<file path="src/rtl/alu_operand_pkg.sv">
// Shared encodings for the ALU operand stage: forwarding source codes
// reported on fwd_a/fwd_b and the A/B operand select constants.
package alu_operand_pkg;
   typedef enum logic [1:0] {
      FWD_NONE = 2'd0,
      FWD_EXM  = 2'd1,
      FWD_MWB  = 2'd2
   } fwd_e;

   localparam logic ALUA_RS1 = 1'b0;
   localparam logic ALUA_PC  = 1'b1;
   localparam logic ALUB_RS2 = 1'b0;
   localparam logic ALUB_EXT = 1'b1;
endpackage

</file>
<file path="src/rtl/alu_operand_stage_if.sv">
// ID/EX operand bundle in, registered A/B operands out, plus the two
// writeback candidates used for forwarding. master = producer/consumer
// side, slave = the operand stage.
interface alu_operand_stage_if #(
   parameter int WIDTH   = 32,
   parameter int RADDR_W = 5
);
   logic               in_valid;
   logic               in_ready;
   logic               alua_sel;
   logic               alub_sel;
   logic [RADDR_W-1:0] rs1;
   logic [RADDR_W-1:0] rs2;
   logic [WIDTH-1:0]   rD1;
   logic [WIDTH-1:0]   rD2;
   logic [WIDTH-1:0]   pc;
   logic [WIDTH-1:0]   ext;
   logic               exm_we;
   logic [RADDR_W-1:0] exm_rd;
   logic [WIDTH-1:0]   exm_data;
   logic               mwb_we;
   logic [RADDR_W-1:0] mwb_rd;
   logic [WIDTH-1:0]   mwb_data;
   logic               flush;
   logic               out_valid;
   logic               out_ready;
   logic [WIDTH-1:0]   A;
   logic [WIDTH-1:0]   B;
   logic [1:0]         fwd_a;
   logic [1:0]         fwd_b;

   modport master (
      output in_valid, alua_sel, alub_sel, rs1, rs2, rD1, rD2, pc, ext,
             exm_we, exm_rd, exm_data, mwb_we, mwb_rd, mwb_data, flush, out_ready,
      input  in_ready, out_valid, A, B, fwd_a, fwd_b
   );

   modport slave (
      input  in_valid, alua_sel, alub_sel, rs1, rs2, rD1, rD2, pc, ext,
             exm_we, exm_rd, exm_data, mwb_we, mwb_rd, mwb_data, flush, out_ready,
      output in_ready, out_valid, A, B, fwd_a, fwd_b
   );
endinterface

</file>
<file path="src/rtl/alu_operand_stage_fwd_sel.sv">
// Combinational forwarding selector for one source register path.
// Forwarding is compiled in only when ALU_OPERAND_FWD_EN is defined;
// otherwise the path is the plain register-file read.
module fwd_sel
   import alu_operand_pkg::*;
#(
   parameter int WIDTH   = 32,
   parameter int RADDR_W = 5
) (
   input  logic [RADDR_W-1:0] rs,
   input  logic [WIDTH-1:0]   rd_data,
   input  logic               exm_we,
   input  logic [RADDR_W-1:0] exm_rd,
   input  logic [WIDTH-1:0]   exm_data,
   input  logic               mwb_we,
   input  logic [RADDR_W-1:0] mwb_rd,
   input  logic [WIDTH-1:0]   mwb_data,
   output logic [WIDTH-1:0]   data,
   output logic [1:0]         fwd
);
`ifdef ALU_OPERAND_FWD_EN
   // Youngest writer wins; x0 is hard-wired and never forwarded.
   always_comb begin
      data = rd_data;
      fwd  = FWD_NONE;
      if (rs != '0) begin
         if (exm_we && (exm_rd == rs)) begin
            data = exm_data;
            fwd  = FWD_EXM;
         end else if (mwb_we && (mwb_rd == rs)) begin
            data = mwb_data;
            fwd  = FWD_MWB;
         end
      end
   end
`else
   logic unused_fwd;
   assign unused_fwd = ^{rs, exm_we, exm_rd, exm_data, mwb_we, mwb_rd, mwb_data};

   // Forwarding disabled: pass the register-file read straight through.
   always_comb begin
      data = rd_data;
      fwd  = FWD_NONE;
   end
`endif
endmodule

</file>
<file path="src/rtl/alu_operand_stage.sv">
// ALU operand stage: one-deep valid/ready register slice that resolves
// A/B from forwarded rs1/rs2 paths, pc or ext. Optional forwarding is
// enabled by the ALU_OPERAND_FWD_EN macro (see fwd_sel).
module alu_operand_stage
   import alu_operand_pkg::*;
#(
   parameter int              WIDTH    = 32,
   parameter int              RADDR_W  = 5,
   parameter longint unsigned PC_RESET = 0
) (
   input  logic               clk,
   input  logic               rst_n,
   alu_operand_stage_if.slave bus
);
   localparam logic [WIDTH-1:0] RST_VAL = WIDTH'(PC_RESET);
   localparam int               NPATH   = 2;

   logic [NPATH-1:0][RADDR_W-1:0] path_rs;
   logic [NPATH-1:0][WIDTH-1:0]   path_rd;
   logic [NPATH-1:0][WIDTH-1:0]   path_data;
   logic [NPATH-1:0][1:0]         path_fwd;

   assign path_rs = {bus.rs2, bus.rs1};
   assign path_rd = {bus.rD2, bus.rD1};

   // index 0 = rs1 path, index 1 = rs2 path
   for (genvar i = 0; i < NPATH; i++) begin : g_path
      fwd_sel #(.WIDTH(WIDTH), .RADDR_W(RADDR_W)) u_fwd_sel (
         .rs       (path_rs[i]),
         .rd_data  (path_rd[i]),
         .exm_we   (bus.exm_we),
         .exm_rd   (bus.exm_rd),
         .exm_data (bus.exm_data),
         .mwb_we   (bus.mwb_we),
         .mwb_rd   (bus.mwb_rd),
         .mwb_data (bus.mwb_data),
         .data     (path_data[i]),
         .fwd      (path_fwd[i])
      );
   end

   logic             valid_q, valid_d;
   logic [WIDTH-1:0] a_q, a_d, b_q, b_d;
   logic [1:0]       fwd_a_q, fwd_a_d, fwd_b_q, fwd_b_d;
   logic             in_ready;
   logic             xfer;

   assign in_ready = !valid_q || bus.out_ready;
   assign xfer     = bus.in_valid && in_ready && !bus.flush;

   // Next state: flush beats everything, data only moves on a transfer.
   always_comb begin
      valid_d = valid_q;
      a_d     = a_q;
      b_d     = b_q;
      fwd_a_d = fwd_a_q;
      fwd_b_d = fwd_b_q;
      if (bus.flush)          valid_d = 1'b0;
      else if (xfer)          valid_d = 1'b1;
      else if (bus.out_ready) valid_d = 1'b0;
      if (xfer) begin
         if (bus.alua_sel == ALUA_PC) begin
            a_d     = bus.pc;
            fwd_a_d = FWD_NONE;
         end else begin
            a_d     = path_data[0];
            fwd_a_d = path_fwd[0];
         end
         if (bus.alub_sel == ALUB_EXT) begin
            b_d     = bus.ext;
            fwd_b_d = FWD_NONE;
         end else begin
            b_d     = path_data[1];
            fwd_b_d = path_fwd[1];
         end
      end
   end

   // Output register slice; async reset drops any held bundle.
   always_ff @(posedge clk or negedge rst_n) begin
      if (!rst_n) begin
         valid_q <= 1'b0;
         a_q     <= RST_VAL;
         b_q     <= RST_VAL;
         fwd_a_q <= FWD_NONE;
         fwd_b_q <= FWD_NONE;
      end else begin
         valid_q <= valid_d;
         a_q     <= a_d;
         b_q     <= b_d;
         fwd_a_q <= fwd_a_d;
         fwd_b_q <= fwd_b_d;
      end
   end

   assign bus.in_ready  = in_ready;
   assign bus.out_valid = valid_q;
   assign bus.A         = a_q;
   assign bus.B         = b_q;
   assign bus.fwd_a     = fwd_a_q;
   assign bus.fwd_b     = fwd_b_q;
endmodule

</file>
<file path="src/flat_wrapper.sv">
// flat-port wrapper written by rule: the top's interface ports become plain ports
module alu_operand_stage_flat import alu_operand_pkg::*;
#(
   parameter int              WIDTH    = 32,
   parameter int              RADDR_W  = 5,
   parameter longint unsigned PC_RESET = 0
)
  (clk, rst_n, bus_in_valid, bus_alua_sel, bus_alub_sel, bus_rs1, bus_rs2, bus_rD1, bus_rD2, bus_pc, bus_ext, bus_exm_we, bus_exm_rd, bus_exm_data, bus_mwb_we, bus_mwb_rd, bus_mwb_data, bus_flush, bus_out_ready, bus_in_ready, bus_out_valid, bus_A, bus_B, bus_fwd_a, bus_fwd_b);
  alu_operand_stage_if #(.WIDTH(WIDTH), .RADDR_W(RADDR_W)) bus_i ();
  input  logic clk;
  input  logic rst_n;
  input wire logic [$bits(bus_i.in_valid)-1:0] bus_in_valid;
  input wire logic [$bits(bus_i.alua_sel)-1:0] bus_alua_sel;
  input wire logic [$bits(bus_i.alub_sel)-1:0] bus_alub_sel;
  input wire logic [$bits(bus_i.rs1)-1:0] bus_rs1;
  input wire logic [$bits(bus_i.rs2)-1:0] bus_rs2;
  input wire logic [$bits(bus_i.rD1)-1:0] bus_rD1;
  input wire logic [$bits(bus_i.rD2)-1:0] bus_rD2;
  input wire logic [$bits(bus_i.pc)-1:0] bus_pc;
  input wire logic [$bits(bus_i.ext)-1:0] bus_ext;
  input wire logic [$bits(bus_i.exm_we)-1:0] bus_exm_we;
  input wire logic [$bits(bus_i.exm_rd)-1:0] bus_exm_rd;
  input wire logic [$bits(bus_i.exm_data)-1:0] bus_exm_data;
  input wire logic [$bits(bus_i.mwb_we)-1:0] bus_mwb_we;
  input wire logic [$bits(bus_i.mwb_rd)-1:0] bus_mwb_rd;
  input wire logic [$bits(bus_i.mwb_data)-1:0] bus_mwb_data;
  input wire logic [$bits(bus_i.flush)-1:0] bus_flush;
  input wire logic [$bits(bus_i.out_ready)-1:0] bus_out_ready;
  output wire logic [$bits(bus_i.in_ready)-1:0] bus_in_ready;
  output wire logic [$bits(bus_i.out_valid)-1:0] bus_out_valid;
  output wire logic [$bits(bus_i.A)-1:0] bus_A;
  output wire logic [$bits(bus_i.B)-1:0] bus_B;
  output wire logic [$bits(bus_i.fwd_a)-1:0] bus_fwd_a;
  output wire logic [$bits(bus_i.fwd_b)-1:0] bus_fwd_b;
  assign bus_i.in_valid = bus_in_valid;
  assign bus_i.alua_sel = bus_alua_sel;
  assign bus_i.alub_sel = bus_alub_sel;
  assign bus_i.rs1 = bus_rs1;
  assign bus_i.rs2 = bus_rs2;
  assign bus_i.rD1 = bus_rD1;
  assign bus_i.rD2 = bus_rD2;
  assign bus_i.pc = bus_pc;
  assign bus_i.ext = bus_ext;
  assign bus_i.exm_we = bus_exm_we;
  assign bus_i.exm_rd = bus_exm_rd;
  assign bus_i.exm_data = bus_exm_data;
  assign bus_i.mwb_we = bus_mwb_we;
  assign bus_i.mwb_rd = bus_mwb_rd;
  assign bus_i.mwb_data = bus_mwb_data;
  assign bus_i.flush = bus_flush;
  assign bus_i.out_ready = bus_out_ready;
  assign bus_in_ready = bus_i.in_ready;
  assign bus_out_valid = bus_i.out_valid;
  assign bus_A = bus_i.A;
  assign bus_B = bus_i.B;
  assign bus_fwd_a = bus_i.fwd_a;
  assign bus_fwd_b = bus_i.fwd_b;
  alu_operand_stage #(.WIDTH(WIDTH), .RADDR_W(RADDR_W), .PC_RESET(PC_RESET)) u_core (.clk(clk), .rst_n(rst_n), .bus(bus_i));
endmodule
</file>
<file path="config.mk">
export PLATFORM = sky130hd
export DESIGN_NAME = alu_operand_stage_flat
export DESIGN_NICKNAME = d
export VERILOG_FILES = /design/src/rtl/alu_operand_pkg.sv /design/src/rtl/alu_operand_stage_if.sv /design/src/rtl/alu_operand_stage_fwd_sel.sv /design/src/rtl/alu_operand_stage.sv /design/src/flat_wrapper.sv
export SDC_FILE = /design/constraint.sdc
export NUM_CORES = 1
export LEC_CHECK = 0
export CORE_MARGIN = 10
export CORE_UTILIZATION = 33
export CTS_CLUSTER_SIZE = 14
export DETAILED_ROUTE_END_ITERATION = 8
export PLACE_DENSITY = 0.91
export SLEW_MARGIN = 20
export SYNTH_ARGS = -nofsm -noshare
export SYNTH_HDL_FRONTEND = slang
export SYNTH_SLANG_ARGS = --single-unit
</file>
<file path="constraint.sdc">
create_clock -name clk -period 1.89 [get_ports clk]
set_input_delay 0.567 -clock clk [delete_from_list [all_inputs] [get_ports clk]]
set_output_delay 0.567 -clock clk [all_outputs]
set_load 0.05 [all_outputs]
</file>
# Yosys cells after proc, flatten, opt, wreduce, memory -nomap -nowiden
# Index checks and enable logic that the tools add are counted.
[classes]
reduce_logical = 6
mux = 5
[ops]
columns = ["op", "count"]
rows = [
  ["$mux 32", 2],
  ["$mux 1", 3],
  ["$reduce_bool 3->1", 1],
  ["$logic_and 1x1->1", 2],
  ["$logic_not 1->1", 2],
  ["$logic_or 1x1->1", 1],
]
[totals]
word_cells = 14
ff_bits = 65
in_bits = 221
out_inout_bits = 70

# Depth between registers and ports, before layout
[depth]
ltp_word = 6
depth_mapped = 5
depth_no_buf = 3

# By module
# From an unflattened synthesis, not the netlist that was laid out.
[unflattened]
cells_unflattened = 295
area_unflattened_um2 = 3890.0
[by_module_without_submodules]
columns = ["module", "area_per_inst_um2", "instances", "seq_area_each_um2", "cells_per_inst"]
rows = [
  ["alu_operand_stage", 3372.0, 1, 1726.7, 225],
  ["fwd_sel", 259.0, 2, 0.0, 35],
]

# Worst setup path before layout
# OpenSTA, ideal clock, no wires.
[synth_path]
path_type = "register to register"
from = "reg u_core.valid_q, in the netlist u_core.bus.out_valid"
to = "reg u_core.a_q[0], in the netlist u_core.bus.A[0]"
arrival_time_ps = 1566
path_buffers = 2
setup_ps = 125
stages_incl_launch_ff = 6
path_slack_ps = 199
period_less_slack_ps = 1691
required_time_ps = 1765
path_cell_list = "dfrtp_1 -> nor2b_4 -> nor3b_2 -> buf_6 -> buf_12 -> mux2_4"
[synth_between]
elab_chain_len = 4
[synth_rtl]
columns = ["element", "line", "text"]
rows = [
  ["start, declared", "alu_operand_stage.sv:42", "logic valid_q, valid_d;"],
  ["start signal, assigned", "alu_operand_stage.sv:88", "valid_q <= valid_d;"],
  ["$logic_not 1->1", "alu_operand_stage.sv:48", "assign in_ready = !valid_q || bus.out_ready;"],
  ["$logic_or 1x1->1", "alu_operand_stage.sv:48", ""],
  ["$logic_and 1x1->1 (2 in series)", "alu_operand_stage.sv:49", "assign xfer = bus.in_valid && in_ready && !bus.flush;"],
  ["end signal, assigned", "alu_operand_stage.sv:83", "a_q <= RST_VAL;"],
  ["end signal, assigned", "alu_operand_stage.sv:89", "a_q <= a_d;"],
  ["end, declared", "alu_operand_stage.sv:43", "logic [WIDTH-1:0] a_q, a_d, b_q, b_d;"],
]
# Every way passes these cells.
# A chain may end at the register's enable or synchronous reset.

# Final worst setup path
[layout_path]
from = "in bus_out_ready"
to = "out bus_in_ready"
[layout_between]
elab_chain_len = 1
[layout_rtl]
columns = ["element", "line", "text"]
rows = [
  ["start, declared", "flat_wrapper.sv:28", "input wire logic [$bits(bus_i.out_ready)-1:0] bus_out_ready;"],
  ["$logic_or 1x1->1", "alu_operand_stage.sv:48", ""],
  ["end, declared", "flat_wrapper.sv:29", "output wire logic [$bits(bus_i.in_ready)-1:0] bus_in_ready;"],
]
# Every way passes these cells.

==> run metrics <==
status finished, final reports clean; Pleak between 0.002 and 0.003 uW; most frequent cells in the layout 132 x clkdlybuf4s50_1, 74 x buf_4, 65 x dfrtp_1; CP Class in2out; IO Count 291; slowest CP cell dlygate4sd2_1; clock skew 0.003364 ns; Worst VDD drop 0.3893 mV; fillers 912; via count 2562; global route hottest layer met2; Syn-to-layout area delta 60.43%; Clock Tree Root clkbuf_8; post-route clock period utilization 97.31%; GR Overflow Total 0; largest net degree at the start of global routing 61; synth warn 0; FP Rows 38; Core Util, Final 53.54%; met1 GRT Util 15.13%; number of global-route vias before repair 3088; most common cell after layout, fill and taps aside clkdlybuf4s50_1; Synth cell types 12; CTS tree built; Avg Vias per Cell 4.479; Worst EP arrival 1.27 ns; WHS 0.05859 ns; wire per inst between 15 and 20 um; global placer's final weighted congestion 0.8035; Final Routed Wirelength 10880 um; # DRC 0; Max Root-Sink Buffers 2; Post-Syn Area 3586 um2; Synth Register Bits 65; Clock transition at path regs ~0.07 ns; Worst Path Required about 1.3 ns; maxcap violations 0; Die Ht 124.2 um; Post-Route Setup TNS 0 ns; Antenna diodes 0; Reg area 1627 um2; grt met2 use 24.97%; Cells after Synth 218; CORE AREA 10750 um2; Min-Delay Path Class in2async; ANT nets after route 0; Crit path largest cell delay 0.25 ns; Max Slew Vio Count 0; Sink Count 65; Power Density 950.4 nW/um2; critical path cell sequence dlygate4sd2_1 -> nor2b_4 -> buf_4 -> inv_1 -> buf_12; FMAX approximately 0.54 GHz; number of port buffers 200; Pre-Repair DR Iteration Count 4; final net count ~650; GRT Overall Usage around 14%; CP max FO 2; global-route wire length before repair 17310 um; RSZ-0062 raised after global routing false; multi-input logic area 1722 um2; final setup vio count 0; Crit. End Element output port; HPWL Detailed 8792 um; die area 15440 um2; Starting Density 33.37%; met3 usage 4.213%; H-tree depth 3; min cycle time layout 1.839 ns; sequential-to-total area share from yosys stat around 45%; Starting DRT DRC Count 58; Non-Filler Instances 572; average size of a mapped cell 16.45 um2; Clk Latency, worst-skew pair around 0.33 ns; placed cells ~560; antenna violations before repair 0; Die X-Extent 124.2 um; Num CTS Buffers 9; share of cells above drive strength 1 50.00%; Total Power 5468 uW; Hold Fails Final Rpt 0; crit path launch type primary input
-- routing by layer --
layer	vias to the layer above	part of all wire, %
met5	-	0
met4	0	1.4
met3	10	6.1
met2	98	54
met1	1259	39
li1	1195	-
-- critical path, delay by kind of cell --
family	cells	cell delay (ns)
buffers and inverters	4	0.58
AND/OR/NAND/NOR	1	0.13
-- Yosys cell counts (all sizes together) --
cell type	number	share of area [%]
inv	1	0.10
nor2	2	0.21
dfrtp	65	45
nor3b	1	0.35
mux2	128	46
nor2b	1	0.38
buf	19	7.0
conb	1	0.10
-- worst paths after layout --
path                                             startpoint  cells after the start                           end  slack, ns
min in group clk               u_core.bus.A[31]$_DFFE_PN0P_                      1  u_core.bus.A[31]$_DFFE_PN0P_       0.51
hold / removal                                        rst_n                      1   u_core.bus.A[5]$_DFFE_PN0P_       0.06
setup reg to reg           u_core.bus.out_valid$_DFFE_PN0P_                      6  u_core.bus.B[22]$_DFFE_PN0P_       0.21
max in group asynchronous                             rst_n                      2  u_core.bus.B[20]$_DFFE_PN0P_       1.28
setup / recovery                              bus_out_ready                      5                  bus_in_ready       0.05
hold reg to reg                u_core.bus.A[31]$_DFFE_PN0P_                      1  u_core.bus.A[31]$_DFFE_PN0P_       0.51
-- logic make-up after synthesis --
family / count (synthesis) / synth area share [%]
buffers and inverters: 20 / 7.118
DFF: 65 / 45.36
muxes: 128 / 46.48
other: 1 / 0.1046
and+or+nand+nor: 4 / 0.9420
-- sequential cells by signal, indices dropped and copies added (netlist names) --
signal	flops
u_core.bus.out_valid	1
u_core.bus.A	32
u_core.bus.B	32
-- cell type report --
class | count | share of cell area (%)
timing repair buffer | 215 | 35.30
clock inverter | 3 | 0.6960
tap | 140 | 3.045
multi-input combinational | 136 | 29.93
inverter | 1 | 0.06525
sequential | 65 | 28.27
clock buffer | 12 | 2.697
-- per-stage QoR --
stage	setup slack [ns]	area, um2
3_5_place_dp	-0.3012	5552
5_1_grt	0.03035	5753
3_3_place_gp	-0.2971	5552
2_1_floorplan	0.1990	3597
6_report	0.05089	5753
4_1_cts	0.01768	5746
-- power by group --
part | switching [uW] | internal, uW
sequential | 161 | 1660
combinational | 1390 | 1080
clock | 508 | 670
total | 2060 | 3410
-- what timing repair did --
action                     4_1_cts  5_1_grt
hold buffers                     0        0
gates resized for setup          1        0
setup endpoints to repair        1        1
buffers inserted                 0        1
No activity file was read; power rests on OpenSTA's default activity.
